==> src/rtl/zezima_pkg.sv <==
// Shared definitions for the move transmit path: sequencer state encodings,
// FIFO word layout and the trailer word builder.
package zezima_pkg;

    // Default width of one move word.
    localparam int MOVE_W_DEF = 16;

    // Width of one output FIFO word.
    localparam int FIFO_W = 32;

    // Upper half of the trailer word, marks it apart from move words.
    localparam logic [15:0] TRAILER_TAG = 16'hFFFF;

    // One-hot sequencer states.
    typedef enum logic [4:0] {
        ST_IDLE    = 5'b00001,
        ST_SPECIAL = 5'b00010,
        ST_ORDERED = 5'b00100,
        ST_TRAILER = 5'b01000,
        ST_DONE    = 5'b10000
    } tx_state_e;

    // Trailer word: tag, a zero byte, then the low byte of the move count.
    function automatic logic [FIFO_W-1:0] trailer_word(input logic [7:0] cnt8);
        trailer_word = {TRAILER_TAG, 8'h00, cnt8};
    endfunction

endpackage

==> src/rtl/move_tx_sequencer_sat_counter.sv <==
// CNT_W-bit saturating up-counter with synchronous clear (clear wins over
// increment) and asynchronous active-low reset.
module sat_counter #(
    parameter int CNT_W = 8
) (
    input  logic             clk,
    input  logic             rst_n,
    input  logic             i_clr,
    input  logic             i_inc,
    output logic [CNT_W-1:0] o_count
);

    localparam logic [CNT_W-1:0] CNT_MAX  = {CNT_W{1'b1}};
    localparam logic [CNT_W-1:0] CNT_ZERO = {CNT_W{1'b0}};
    localparam logic [CNT_W-1:0] CNT_ONE  = {{(CNT_W-1){1'b0}}, 1'b1};

    logic [CNT_W-1:0] r_count;

    // Count accepted moves, sticking at the all-ones value.
    always_ff @(posedge clk or negedge rst_n) begin
        if (!rst_n) begin
            r_count <= CNT_ZERO;
        end else if (i_clr) begin
            r_count <= CNT_ZERO;
        end else if (i_inc && (r_count != CNT_MAX)) begin
            r_count <= r_count + CNT_ONE;
        end else begin
            r_count <= r_count;
        end
    end

    assign o_count = r_count;

endmodule

==> src/rtl/move_tx_sequencer.sv <==
// move_tx_sequencer: per frame, drains the special-move source, then the
// ordered-move source, into the single CPU FIFO write port, optionally
// appends a move-count trailer word, then pulses frame_done.
// Optional feature macro: TX_TRAILER_EN (adds the TRAILER state and word).
// The write path and ready signals are combinational so a word moves in the
// same cycle as its handshake; state, busy, frame_done and the count are
// registered.
module move_tx_sequencer
    import zezima_pkg::*;
#(
    parameter int MOVE_W = MOVE_W_DEF,
    parameter int CNT_W  = 8
) (
    input  logic              clk,
    input  logic              rst,
    input  logic              start,
    input  logic              sp_valid,
    input  logic [MOVE_W-1:0] sp_data,
    input  logic              sp_done,
    output logic              sp_ready,
    input  logic              mo_valid,
    input  logic [MOVE_W-1:0] mo_data,
    input  logic              mo_done,
    output logic              mo_ready,
    input  logic              fifo_full,
    output logic              fifo_wr,
    output logic [31:0]       fifo_wdata,
    output logic              busy,
    output logic              frame_done,
    output logic [CNT_W-1:0]  move_count
);

    tx_state_e          r_state;
    logic               r_busy;
    logic               r_frame_done;

    logic               w_sp_ready;
    logic               w_mo_ready;
    logic               w_fifo_wr;
    logic [FIFO_W-1:0]  w_fifo_wdata;
    logic               w_move_xfer;
    logic               w_cnt_clr;
    logic [CNT_W-1:0]   w_count;

`ifdef TX_TRAILER_EN
    logic [7:0]         w_cnt8;

    // The trailer carries the count as exactly one byte.
    if (CNT_W >= 8) begin : g_cnt_trunc
        assign w_cnt8 = w_count[7:0];
    end else begin : g_cnt_ext
        assign w_cnt8 = {{(8-CNT_W){1'b0}}, w_count};
    end
`endif

    // Ready, write strobe and write data for the current state.
    always_comb begin
        w_sp_ready   = 1'b0;
        w_mo_ready   = 1'b0;
        w_fifo_wr    = 1'b0;
        w_fifo_wdata = {FIFO_W{1'b0}};
        w_move_xfer  = 1'b0;
        case (r_state)
            ST_SPECIAL: begin
                w_sp_ready = !fifo_full;
                if (sp_valid && !fifo_full) begin
                    w_fifo_wr    = 1'b1;
                    w_fifo_wdata = {{(FIFO_W-MOVE_W){1'b0}}, sp_data};
                    w_move_xfer  = 1'b1;
                end else begin
                    w_fifo_wr    = 1'b0;
                end
            end
            ST_ORDERED: begin
                w_mo_ready = !fifo_full;
                if (mo_valid && !fifo_full) begin
                    w_fifo_wr    = 1'b1;
                    w_fifo_wdata = {{(FIFO_W-MOVE_W){1'b0}}, mo_data};
                    w_move_xfer  = 1'b1;
                end else begin
                    w_fifo_wr    = 1'b0;
                end
            end
`ifdef TX_TRAILER_EN
            ST_TRAILER: begin
                if (!fifo_full) begin
                    w_fifo_wr    = 1'b1;
                    w_fifo_wdata = trailer_word(w_cnt8);
                end else begin
                    w_fifo_wr    = 1'b0;
                end
            end
`endif
            default: begin
                w_fifo_wr = 1'b0;
            end
        endcase
    end

    // Frame sequencing FSM with registered busy and frame_done.
    always_ff @(posedge clk or negedge rst) begin
        if (!rst) begin
            r_state      <= ST_IDLE;
            r_busy       <= 1'b0;
            r_frame_done <= 1'b0;
        end else begin
            case (r_state)
                ST_IDLE: begin
                    r_frame_done <= 1'b0;
                    if (start) begin
                        r_state <= ST_SPECIAL;
                        r_busy  <= 1'b1;
                    end else begin
                        r_state <= ST_IDLE;
                        r_busy  <= 1'b0;
                    end
                end
                ST_SPECIAL: begin
                    // A word still on offer is always taken before moving on.
                    if (sp_done && !sp_valid) begin
                        r_state <= ST_ORDERED;
                    end else begin
                        r_state <= ST_SPECIAL;
                    end
                end
                ST_ORDERED: begin
                    if (mo_done && !mo_valid) begin
`ifdef TX_TRAILER_EN
                        r_state      <= ST_TRAILER;
`else
                        r_state      <= ST_DONE;
                        r_frame_done <= 1'b1;
`endif
                    end else begin
                        r_state <= ST_ORDERED;
                    end
                end
`ifdef TX_TRAILER_EN
                ST_TRAILER: begin
                    if (!fifo_full) begin
                        r_state      <= ST_DONE;
                        r_frame_done <= 1'b1;
                    end else begin
                        r_state <= ST_TRAILER;
                    end
                end
`endif
                ST_DONE: begin
                    r_state      <= ST_IDLE;
                    r_busy       <= 1'b0;
                    r_frame_done <= 1'b0;
                end
                default: begin
                    r_state      <= ST_IDLE;
                    r_busy       <= 1'b0;
                    r_frame_done <= 1'b0;
                end
            endcase
        end
    end

    // The count restarts only on a start that actually opens a frame.
    assign w_cnt_clr = (r_state == ST_IDLE) && start;

    sat_counter #(
        .CNT_W   (CNT_W)
    ) u_move_cnt (
        .clk     (clk),
        .rst_n   (rst),
        .i_clr   (w_cnt_clr),
        .i_inc   (w_move_xfer),
        .o_count (w_count)
    );

    assign sp_ready   = w_sp_ready;
    assign mo_ready   = w_mo_ready;
    assign fifo_wr    = w_fifo_wr;
    assign fifo_wdata = w_fifo_wdata;
    assign busy       = r_busy;
    assign frame_done = r_frame_done;
    assign move_count = w_count;

endmodule
==> config.mk <==
export PLATFORM = sky130hd
export DESIGN_NAME = move_tx_sequencer
export DESIGN_NICKNAME = d
export VERILOG_FILES = /design/src/rtl/zezima_pkg.sv /design/src/rtl/move_tx_sequencer_sat_counter.sv /design/src/rtl/move_tx_sequencer.sv
export SDC_FILE = /design/constraint.sdc
export NUM_CORES = 1
export LEC_CHECK = 0
export ABC_AREA = 1
export BUFFER_PORTS_ARGS = -buffer_cell sky130_fd_sc_hd__buf_2
export CAP_MARGIN = 30
export CORE_MARGIN = 2
export CORE_UTILIZATION = 38
export DETAILED_ROUTE_END_ITERATION = 8
export GPL_TIMING_DRIVEN = 0
export PLACE_DENSITY = 0.77
export SYNTH_ARGS = -nofsm -noshare
export SYNTH_HDL_FRONTEND = slang
export SYNTH_SLANG_ARGS = --single-unit
==> constraint.sdc <==
create_clock -name clk -period 2.2 [get_ports clk]
set_input_delay 0.44 -clock clk [delete_from_list [all_inputs] [get_ports clk]]
set_output_delay 0.44 -clock clk [all_outputs]
set_load 0.1 [all_outputs]
==> summary.txt, run 1 <==
Status: completed
CTS Buf Count: 3
Global-route wire length before repair: 4690 µm
# Max-Cap Violations: 0
I/O pins: 85
Worst path arrival time: 1.67 ns
Leakage power: 1.07 nW
Die X: 60.2 µm
Critical path's slowest cell: dfrtp_1
Total Power: 1.20 mW
Clock root buffer: clkbuf_4
NumNets Final: 307
First drt pass iteration count: 4
Total number of vias: 1,433
Most crowded layer after global routing: met2
CTS tree: done
Max Clk Rate: 0.473 GHz
Die Area: 3630 µm²
Wire per inst: 10.8 µm
Synth-to-Final Area Change: 57.5%
Final core utilization: 62.5%
CP Launch Type: flip-flop
Largest net degree at the start of global routing: 15
Syn Area/Cell: 6.82 µm²
Yosys reg bits: 14
Worst Setup End Kind: output pin
Top cell type's share of synthesized area: 27.1%
Post-DP HPWL: 2390 µm
Setup violators final: 0
Slew Limit Fails: 0
Min Tclk post-route: 2.11 ns
Synth warn: 0
Placement row count: 20
CP most frequent cell: nor2_4
Worst hold path class: in2async
CTS Buffer Depth: 2
Met1 Use GR: 19.6%
Final Hold Vio Count: 0
Critical path class: reg2out
H-tree Lvls: 1
WP data required: 1.76 ns
Clock sink total: 14
Seq/Total Area, Yosys: 29.3%
Worst path max stage delay: 0.41 ns
Initial antenna violation count: 0
Iteration-0 DRC Markers: 86
Crit path buf inv count: 3
Initial core utilization: 39.7%
CP Cell Sequence: inv_1 -> nor2_4 -> nand2_4 -> nor2_4 -> buf_4 -> nand3_1 -> nand2_2 -> buf_12
Number of distinct library cells after synthesis: 19
PortBufs: 66
Power per cell area: 634 nW/µm²
Die Ht: 60.2 µm
Congestion Overflow GR: 0
Antenna Cells: 0
Core area: 3030 µm²
Met2 usage: 30.4%
M3 GR Usage: 1.73%
Vias per inst: 4.64
Hold_buf cts: 0
Post-synth design cell area: 1200 µm²
CP max FO: 5
Clock slew seen by the registers of the worst setup and hold paths: 0.09 ns
Global placement routability congestion: 0.766
Cell taking the most area after synthesis: dfrtp_1
Total GRT Usage: 16.6%
Peak supply drop: 0.714 mV
Slack of the critical path: 0.0860 ns
Post-synthesis cell count: 176
Post-Route WL: 3330 µm
Synth area leaders: dfrtp_1 27%, nand3_1 21%, nand2_1 13%, buf_4 11%, nor2_1 3.4%
Setup Fix Bufs, Post-CTS: 0
Clk_lat worst skew: 0.27 ns
Pre-CTS worst setup slack: 0.162 ns
Fin crit share: 96.1%
Delay-heaviest family, CP: simple AND/OR/NAND/NOR gates
Unrepaired setup endpoints after global routing: true
Vias in the first global route: 1,170
Post-route DRC violation count: 0
Share of layout cells above drive strength 1: 45.7%
Clk_skew: 0.00280 ns
ANT nets after route: 0
## Yosys cell counts
| cell | number |
|---|---|
| buf_2 | 2 |
| buf_4 | 18 |
| buf_6 | 3 |
| conb_1 | 1 |
| dfrtp_1 | 13 |
| dfstp_2 | 1 |
| ha_1 | 1 |
| inv_1 | 10 |
| inv_2 | 1 |
| nand2_1 | 42 |
| nand2_2 | 3 |
| nand2_4 | 2 |
| nand3_1 | 51 |
| nand4_1 | 5 |
| nor2_1 | 11 |
| nor2_2 | 5 |
| nor2_4 | 2 |
| o21ai_0 | 3 |
| xor2_1 | 2 |
## stage by stage
step	instances	TNS [ns]	hold WS [ns]	instance area, µm²
after floorplan	191	0	0.144	1280
after global placement	301	0	0.352	1670
after detailed placement	301	0	0.349	1670
after CTS	305	0	0.0461	1760
after global routing	309	-0.0296	0.0648	1890
final	309	0	0.0439	1890
## sequential cells by signal, indices dropped and copies added, names as in the netlist
register / cells
busy: 1
frame_done: 1
u_move_cnt.o_count: 8
r_state: 4
## cell families after synthesis
family / after synthesis / synth area share (%)
and+or+nand+nor: 121 / 48.3
adders and majority gates: 1 / 1.04
DFF: 14 / 29.3
buffers and inverters: 34 / 18.3
xor gates and xnor gates: 2 / 1.46
other: 1 / 0.312
AOI/OAI and AO/OA: 3 / 1.25
## final timing paths
| check | to | slack, ns | from | depth (start not counted) |
|---|---|---|---|---|
| worst max-delay path | fifo_wdata[15] | 0.09 | r_state[2] | 8 |
| worst min-delay path | u_move_cnt.o_count[4] | 0.04 | rst | 1 |
| max in group asynchronous | r_state[0] | 1.86 | rst | 1 |
| min in group clk | r_state[4] | 0.44 | mo_done | 3 |
| worst min register to register | busy | 0.48 | busy | 2 |
| worst max register to register | u_move_cnt.o_count[5] | 0.83 | u_move_cnt.o_count[0] | 7 |
## layer usage
| layer | wire (µm) | up-vias |
|---|---|---|
| li1 | - | 726 |
| met1 | 1310 | 649 |
| met2 | 1740 | 56 |
| met3 | 257 | 2 |
| met4 | 15 | 0 |
| met5 | 0 | - |
## worst register-to-register path, delay by kind of cell (launching register included)
family / cells / cell delay [ns]
fa+ha+maj: 1 / 0.19
flops: 1 / 0.42
simple gates: 6 / 0.70
## cells in the final DEF (no fill, tap or decap), types with 2 or more instances in the layout
cell type,instances
clkbuf_4,9
conb_1,16
nand2_4,4
nand2_1,33
inv_2,2
buf_6,5
o21ai_0,3
buf_12,4
buf_4,22
nor2_2,3
inv_1,9
nand4_1,5
nand2_2,10
nor2_4,6
dfrtp_1,13
xor2_1,2
nand3_1,51
buf_8,4
nor2_1,11
buf_2,50
## report_power, final
group	switching [mW]	internal [mW]	total, mW	leakage, nW
sequential	0.0392	0.297	0.337	0.189
combinational	0.526	0.156	0.682	0.856
clock	0.0811	0.100	0.182	0.0210
total	0.647	0.554	1.20	1.07
## area by class of cell
class                      instances  area, µm²
fill                             275       1140
multi-input combinational        145        751
timing repair buffer              68        478
sequential                        14        352
buffer                            23        179
tap                               44       55.1
inverter                          11       41.3
clock buffer                       4       36.3
## what timing repair did
item | 4_1_cts | 5_1_grt
resized for setup | 20 | 30
hold endpoints to repair | 0 | 0
setup endpoints to repair | 11 | 16
cloned | 0 | 4
pin swaps | 0 | 2
(Power assumes the default switching activity.)
==> inputs of run 2 (changes only) <==
--- a/config.mk
+++ b/config.mk
@@ -8,7 +8,6 @@
 export ABC_AREA = 1
 export BUFFER_PORTS_ARGS = -buffer_cell sky130_fd_sc_hd__buf_2
 export CAP_MARGIN = 30
-export CORE_MARGIN = 2
 export CORE_UTILIZATION = 38
 export DETAILED_ROUTE_END_ITERATION = 8
 export GPL_TIMING_DRIVEN = 0
==> summary.txt, run 2 (synthesis results as in run 1) <==
Synth-to-Final Area Change: 62.7% (was 57.5%)
PortBufs: 66 (unchanged)
Post-Route WL: 3470 µm (was 3330 µm)
Clock Power Share: 15.4% (was 15.1%)
Worst hold slack: 0.0376 ns (was 0.0439 ns)
NumNets Final: 308 (was 307)
Iteration-0 DRC Markers: 43 (was 86)
Worst reg-to-reg setup slack: 0.81 ns (was 0.83 ns)
Pre-CTS worst setup slack: 0.155 ns (was 0.162 ns)
Total number of vias: 1,445 (was 1,433)
Worst reg2reg path depth: 7 (unchanged)
CTS tree: done (unchanged)
H-tree Lvls: 1 (unchanged)
Congestion Overflow GR: 0 (unchanged)
CP Launch Type: flip-flop (unchanged)
Reg2reg start: u_move_cnt.o_count[0] (unchanged)
Clock slew seen by the registers of the worst setup and hold paths: 0.09 ns (about the same)
Worst Setup End Kind: output pin (unchanged)
Final core utilization: 64.5% (was 62.5%)
ANT nets after route: 0 (unchanged)
Power per cell area: 623 nW/µm² (was 634 nW/µm²)
Die X: 58.2 µm (was 60.2 µm)
Max Clk Rate: 0.464 GHz (was 0.473 GHz)
Clock root buffer: clkbuf_4 (unchanged)
Final Hold Vio Count: 0 (unchanged)
Setup TNS: 0 ns (unchanged)
Crit path to: fifo_wdata[11] (was fifo_wdata[15])
FF+latch area: 352 µm² (unchanged)
Clk_skew: 0.000683 ns (was 0.00280 ns)
Status: completed (unchanged)
CP max FO: 5 (unchanged)
Largest net degree at the start of global routing: 15 (unchanged)
Comb power frac: 56.9% (was 56.8%)
WP data required: 1.76 ns (about the same)
Vias per inst: 4.66 (was 4.64)
First drt pass iteration count: 4 (unchanged)
Worst path arrival time: 1.72 ns (was 1.67 ns)
Fin crit share: 98.0% (was 96.1%)
Worst hold path class: in2async (unchanged)
DP Cell Count: 301 (unchanged)
Vias in the first global route: 1,202 (was 1,170)
Critical path class: reg2out (unchanged)
Unrepaired setup endpoints after global routing: true (unchanged)
Reg2reg end: u_move_cnt.o_count[5] (unchanged)
Total GRT Usage: 18.6% (was 16.6%)
Leakage power: 1.08 nW (was 1.07 nW)
Setup violators final: 0 (unchanged)
Die Area: 3390 µm² (was 3630 µm²)
# fillers: 256 (was 275)
Post-DP HPWL: 2340 µm (was 2390 µm)
CTS Buf Count: 3 (unchanged)
Hold_buf cts: 0 (unchanged)
Multi-input gate area: 739 µm² (was 751 µm²)
Initial antenna violation count: 0 (unchanged)
Psw: 652 µW (was 647 µW)
Sw Share: 53.6% (was 53.9%)
Most used cells in the layout excluding fill and tap cells: 51 x nand3_1, 50 x buf_2, 33 x nand2_1 (unchanged)
Core area: 3030 µm² (unchanged)
Global placement routability congestion: 0.804 (was 0.766)
Placement row count: 20 (unchanged)
Initial core utilization: 39.7% (unchanged)
Die Ht: 58.2 µm (was 60.2 µm)
Clock sink total: 14 (unchanged)
# Max-Cap Violations: 0 (unchanged)
Most common cell after layout, fill and taps aside: nand3_1 (unchanged)
Peak supply drop: 0.722 mV (was 0.714 mV)
Non-filler cells in the finished layout: 310 (was 309)
Clk_lat worst skew: 0.28 ns (was 0.27 ns)
Wire per inst: 11.2 µm (was 10.8 µm)
CTS Buffer Depth: 2 (unchanged)
Slack of the critical path: 0.0436 ns (was 0.0860 ns)
Slew Limit Fails: 0 (unchanged)
Max reg flops: 8 (unchanged)
Critical Path Start: r_state[1] (was r_state[2])
Post-route DRC violation count: 0 (unchanged)
Global-route wire length before repair: 5020 µm (was 4690 µm)
Antenna Cells: 0 (unchanged)
Cell Int Power: 565 µW (was 554 µW)
Min Tclk post-route: 2.16 ns (was 2.11 ns)
Flop pwr share: 27.7% (was 28.0%)
I/O pins: 85 (unchanged)
Share of layout cells above drive strength 1: 45.9% (was 45.7%)
[run 2: worst max-delay path: stages, from the launching register on]
cell     delay [ns]
dfrtp_1        0.42
inv_2          0.07
nor2_4         0.13
nand2_4        0.09
nor2_4         0.19
buf_6          0.14
nand3_1        0.09
nand2_2        0.11
buf_8          0.20
[run 2: power groups by stage]
stage               logic (mW)  registers [mW]  clock network, mW
CTS                      0.638           0.328              0.192
global placement         0.618           0.330                  0
global route             0.727           0.343              0.201
detailed placement       0.623           0.333                  0
finish                   0.693           0.337              0.187
floorplan                0.404           0.444                  0
[run 2: cell type report]
class / count / area share, %
multi-input combinational: 144 / 37.8
tap: 44 / 2.82
inverter: 11 / 2.11
timing repair buffer: 70 / 28.2
clock buffer: 4 / 1.86
sequential: 14 / 18.0
buffer: 23 / 9.15
[run 2: how the worst min path moves through the flow]
| stage | endpoint | cells past startpoint |
|---|---|---|
| global route | r_state[1] | 1 |
| detailed placement | u_move_cnt.o_count[4] | 1 |
| floorplan | busy | 0 |
| global placement | u_move_cnt.o_count[6] | 1 |
| finish | u_move_cnt.o_count[6] | 1 |
| CTS | r_state[1] | 1 |
[run 2: metrics by stage]
step	area, µm²	total power, mW
floorplan	1280	0.848
CTS	1780	1.16
finish	1950	1.22
global route	1950	1.27
detailed placement	1670	0.955
global placement	1670	0.948
[run 2: repair_timing]
action	in CTS	in global routing
cloned	0	3
pin swaps	0	3
buffers inserted	0	2
endpoints found under the setup margin	17	14
resized for setup	26	33
[run 2: per-layer routing]
metal  GRT usage [%]  routed length, µm  vias to the layer above
met4            5.10                  5                        0
met3            2.23                198                        2
li1                -                  -                      730
met1            22.1               1440                      659
met5               0                  0                        -
met2            35.0               1820                       54
==> inputs of run 3 (changes only) <==
--- a/config.mk
+++ b/config.mk
@@ -8,10 +8,10 @@
 export ABC_AREA = 1
 export BUFFER_PORTS_ARGS = -buffer_cell sky130_fd_sc_hd__buf_2
 export CAP_MARGIN = 30
-export CORE_UTILIZATION = 38
+export CORE_UTILIZATION = 40
 export DETAILED_ROUTE_END_ITERATION = 8
 export GPL_TIMING_DRIVEN = 0
-export PLACE_DENSITY = 0.77
+export PLACE_DENSITY = 0.81
 export SYNTH_ARGS = -nofsm -noshare
 export SYNTH_HDL_FRONTEND = slang
 export SYNTH_SLANG_ARGS = --single-unit
==> summary.txt, run 3 (synthesis results as in run 1) <==
Die Ht: 56.8 µm (was 58.2 µm)
Worst hold path class: in2async (unchanged)
Worst path arrival time: 1.72 ns (about the same)
Leakage power: 1.09 nW (was 1.08 nW)
Fin crit share: 98.2% (was 98.0%)
Initial antenna violation count: 0 (unchanged)
Final core utilization: 68.9% (was 64.5%)
Clk_lat worst skew: 0.28 ns (about the same)
Worst Setup End Kind: output pin (unchanged)
Min Tclk post-route: 2.16 ns (about the same)
Violations in the final reports: DRC
PortBufs: 66 (unchanged)
First drt pass iteration count: 6 (was 4)
Max Clk Rate: 0.463 GHz (was 0.464 GHz)
Wire per inst: 11.7 µm (was 11.2 µm)
Worst reg2reg path depth: 7 (unchanged)
Antenna Cells: 0 (unchanged)
Die X: 56.8 µm (was 58.2 µm)
CP max FO: 5 (unchanged)
Critical path class: reg2out (unchanged)
H-tree Lvls: 1 (unchanged)
Status: finished, violations left (was completed)
CP Launch Type: flip-flop (unchanged)
Unrepaired setup endpoints after global routing: true (unchanged)
Die Area: 3230 µm² (was 3390 µm²)
Global-route wire length before repair: 5230 µm (was 5020 µm)
# Max-Cap Violations: 0 (unchanged)
Global placement routability congestion: 0.771 (was 0.804)
Synth-to-Final Area Change: 60.8% (was 62.7%)
Iteration-0 DRC Markers: 94 (was 43)
WP data required: 1.76 ns (about the same)
CTS Buffer Depth: 2 (unchanged)
Max reg flops: 8 (unchanged)
Vias per inst: 4.91 (was 4.66)
Largest net degree at the start of global routing: 15 (unchanged)
Setup violators final: 0 (unchanged)
Total Power: 1.21 mW (was 1.22 mW)
Most common cell after layout, fill and taps aside: buf_2 (was nand3_1)
Core area: 2810 µm² (was 3030 µm²)
CTS tree: done (unchanged)
Post-Route WL: 3470 µm (about the same)
Congestion Overflow GR: 0 (unchanged)
Power per cell area: 627 nW/µm² (was 623 nW/µm²)
Worst hold slack: 0.0409 ns (was 0.0376 ns)
Initial core utilization: 42.8% (was 39.7%)
CTS Buf Count: 3 (unchanged)
Clk_skew: 0.00259 ns (was 0.000683 ns)
Placement row count: 19 (was 20)
# fillers: 251 (was 256)
Hold_buf cts: 0 (unchanged)
Total number of vias: 1,462 (was 1,445)
Peak supply drop: 0.626 mV (was 0.722 mV)
ANT nets after route: 0 (unchanged)
Slew Limit Fails: 0 (unchanged)
I/O pins: 85 (unchanged)
Final Hold Vio Count: 0 (unchanged)
Non-filler cells in the finished layout: 298 (was 310)
Post-DP HPWL: 2290 µm (was 2340 µm)
Clock sink total: 14 (unchanged)
Vias in the first global route: 1,289 (was 1,202)
NumNets Final: 309 (was 308)
Total GRT Usage: 20.1% (was 18.6%)
DP Cell Count: 288 (was 301)
Post-route DRC violation count: 16 (was 0)
Clock slew seen by the registers of the worst setup and hold paths: 0.09 ns (about the same)
Most used cells in the layout excluding fill and tap cells: 50 x buf_2, 49 x nand3_1, 33 x nand2_1 (was 51 x nand3_1, 50 x buf_2, 33 x nand2_1)
Share of layout cells above drive strength 1: 47.2% (was 45.9%)
Clock root buffer: clkbuf_4 (unchanged)
## run 3: cell count changes in the layout (fill, tap and decap cells not counted), sizes merged
cell  previous run  this run
nor2            19        20
## run 3: layout make-up
cell class	count	area, µm²	area share, %
inverter	11	41.3	2.14
sequential	14	352	18.2
timing repair buffer	70	524	27.1
clock buffer	4	36.3	1.88
tap	31	38.8	2.01
buffer	23	179	9.26
multi-input combinational	145	761	39.4
## run 3: what timing repair did
action	in CTS	in global routing
setup buffers	0	2
pin swaps	0	5
resized for setup	22	41
setup endpoints to repair	13	15
cloned	0	4
## run 3: where the power goes
group | switching [mW] | leakage [nW] | total [mW] | internal [mW]
Sequential | 0.0389 | 0.189 | 0.336 | 0.297
Clock | 0.0837 | 0.0210 | 0.184 | 0.101
Combinational | 0.528 | 0.875 | 0.692 | 0.164
## run 3: critical path, stage by stage, from the launching register on
cell	delay [ns]
dfrtp_1	0.43
inv_2	0.06
nor2_4	0.14
nand2_4	0.08
nor2_4	0.19
buf_6	0.14
nand3_1	0.10
nand2_2	0.10
buf_8	0.19
## run 3: worst paths after layout
| check | endpoint | startpoint | slack (ns) |
|---|---|---|---|
| max in group asynchronous | r_state[0] | rst | 1.87 |
| worst max-delay path | fifo_wdata[2] | r_state[2] | 0.04 |
| worst min-delay path | u_move_cnt.o_count[5] | rst | 0.04 |
| worst min register to register | busy | busy | 0.48 |
| min in group clk | r_state[1] | sp_done | 0.45 |
| worst max register to register | u_move_cnt.o_count[4] | u_move_cnt.o_count[1] | 0.85 |
## run 3: routing by layer
layer	global-route usage, %	routed length, µm
met1	22.6	1340
met4	6.97	31
met2	37.9	1900
met5	0	0
met3	3.46	201
## run 3: metrics by stage
| step | worst slack (ns) | setup TNS (ns) | cell area [µm²] |
|---|---|---|---|
| after floorplan | 0.180 | 0 | 1280 |
| after global placement | 0.162 | 0 | 1650 |
| after detailed placement | 0.167 | 0 | 1650 |
| after CTS | 0.00330 | 0 | 1750 |
| after global routing | -0.0476 | -0.209 | 1930 |
| final | 0.0398 | 0 | 1930 |
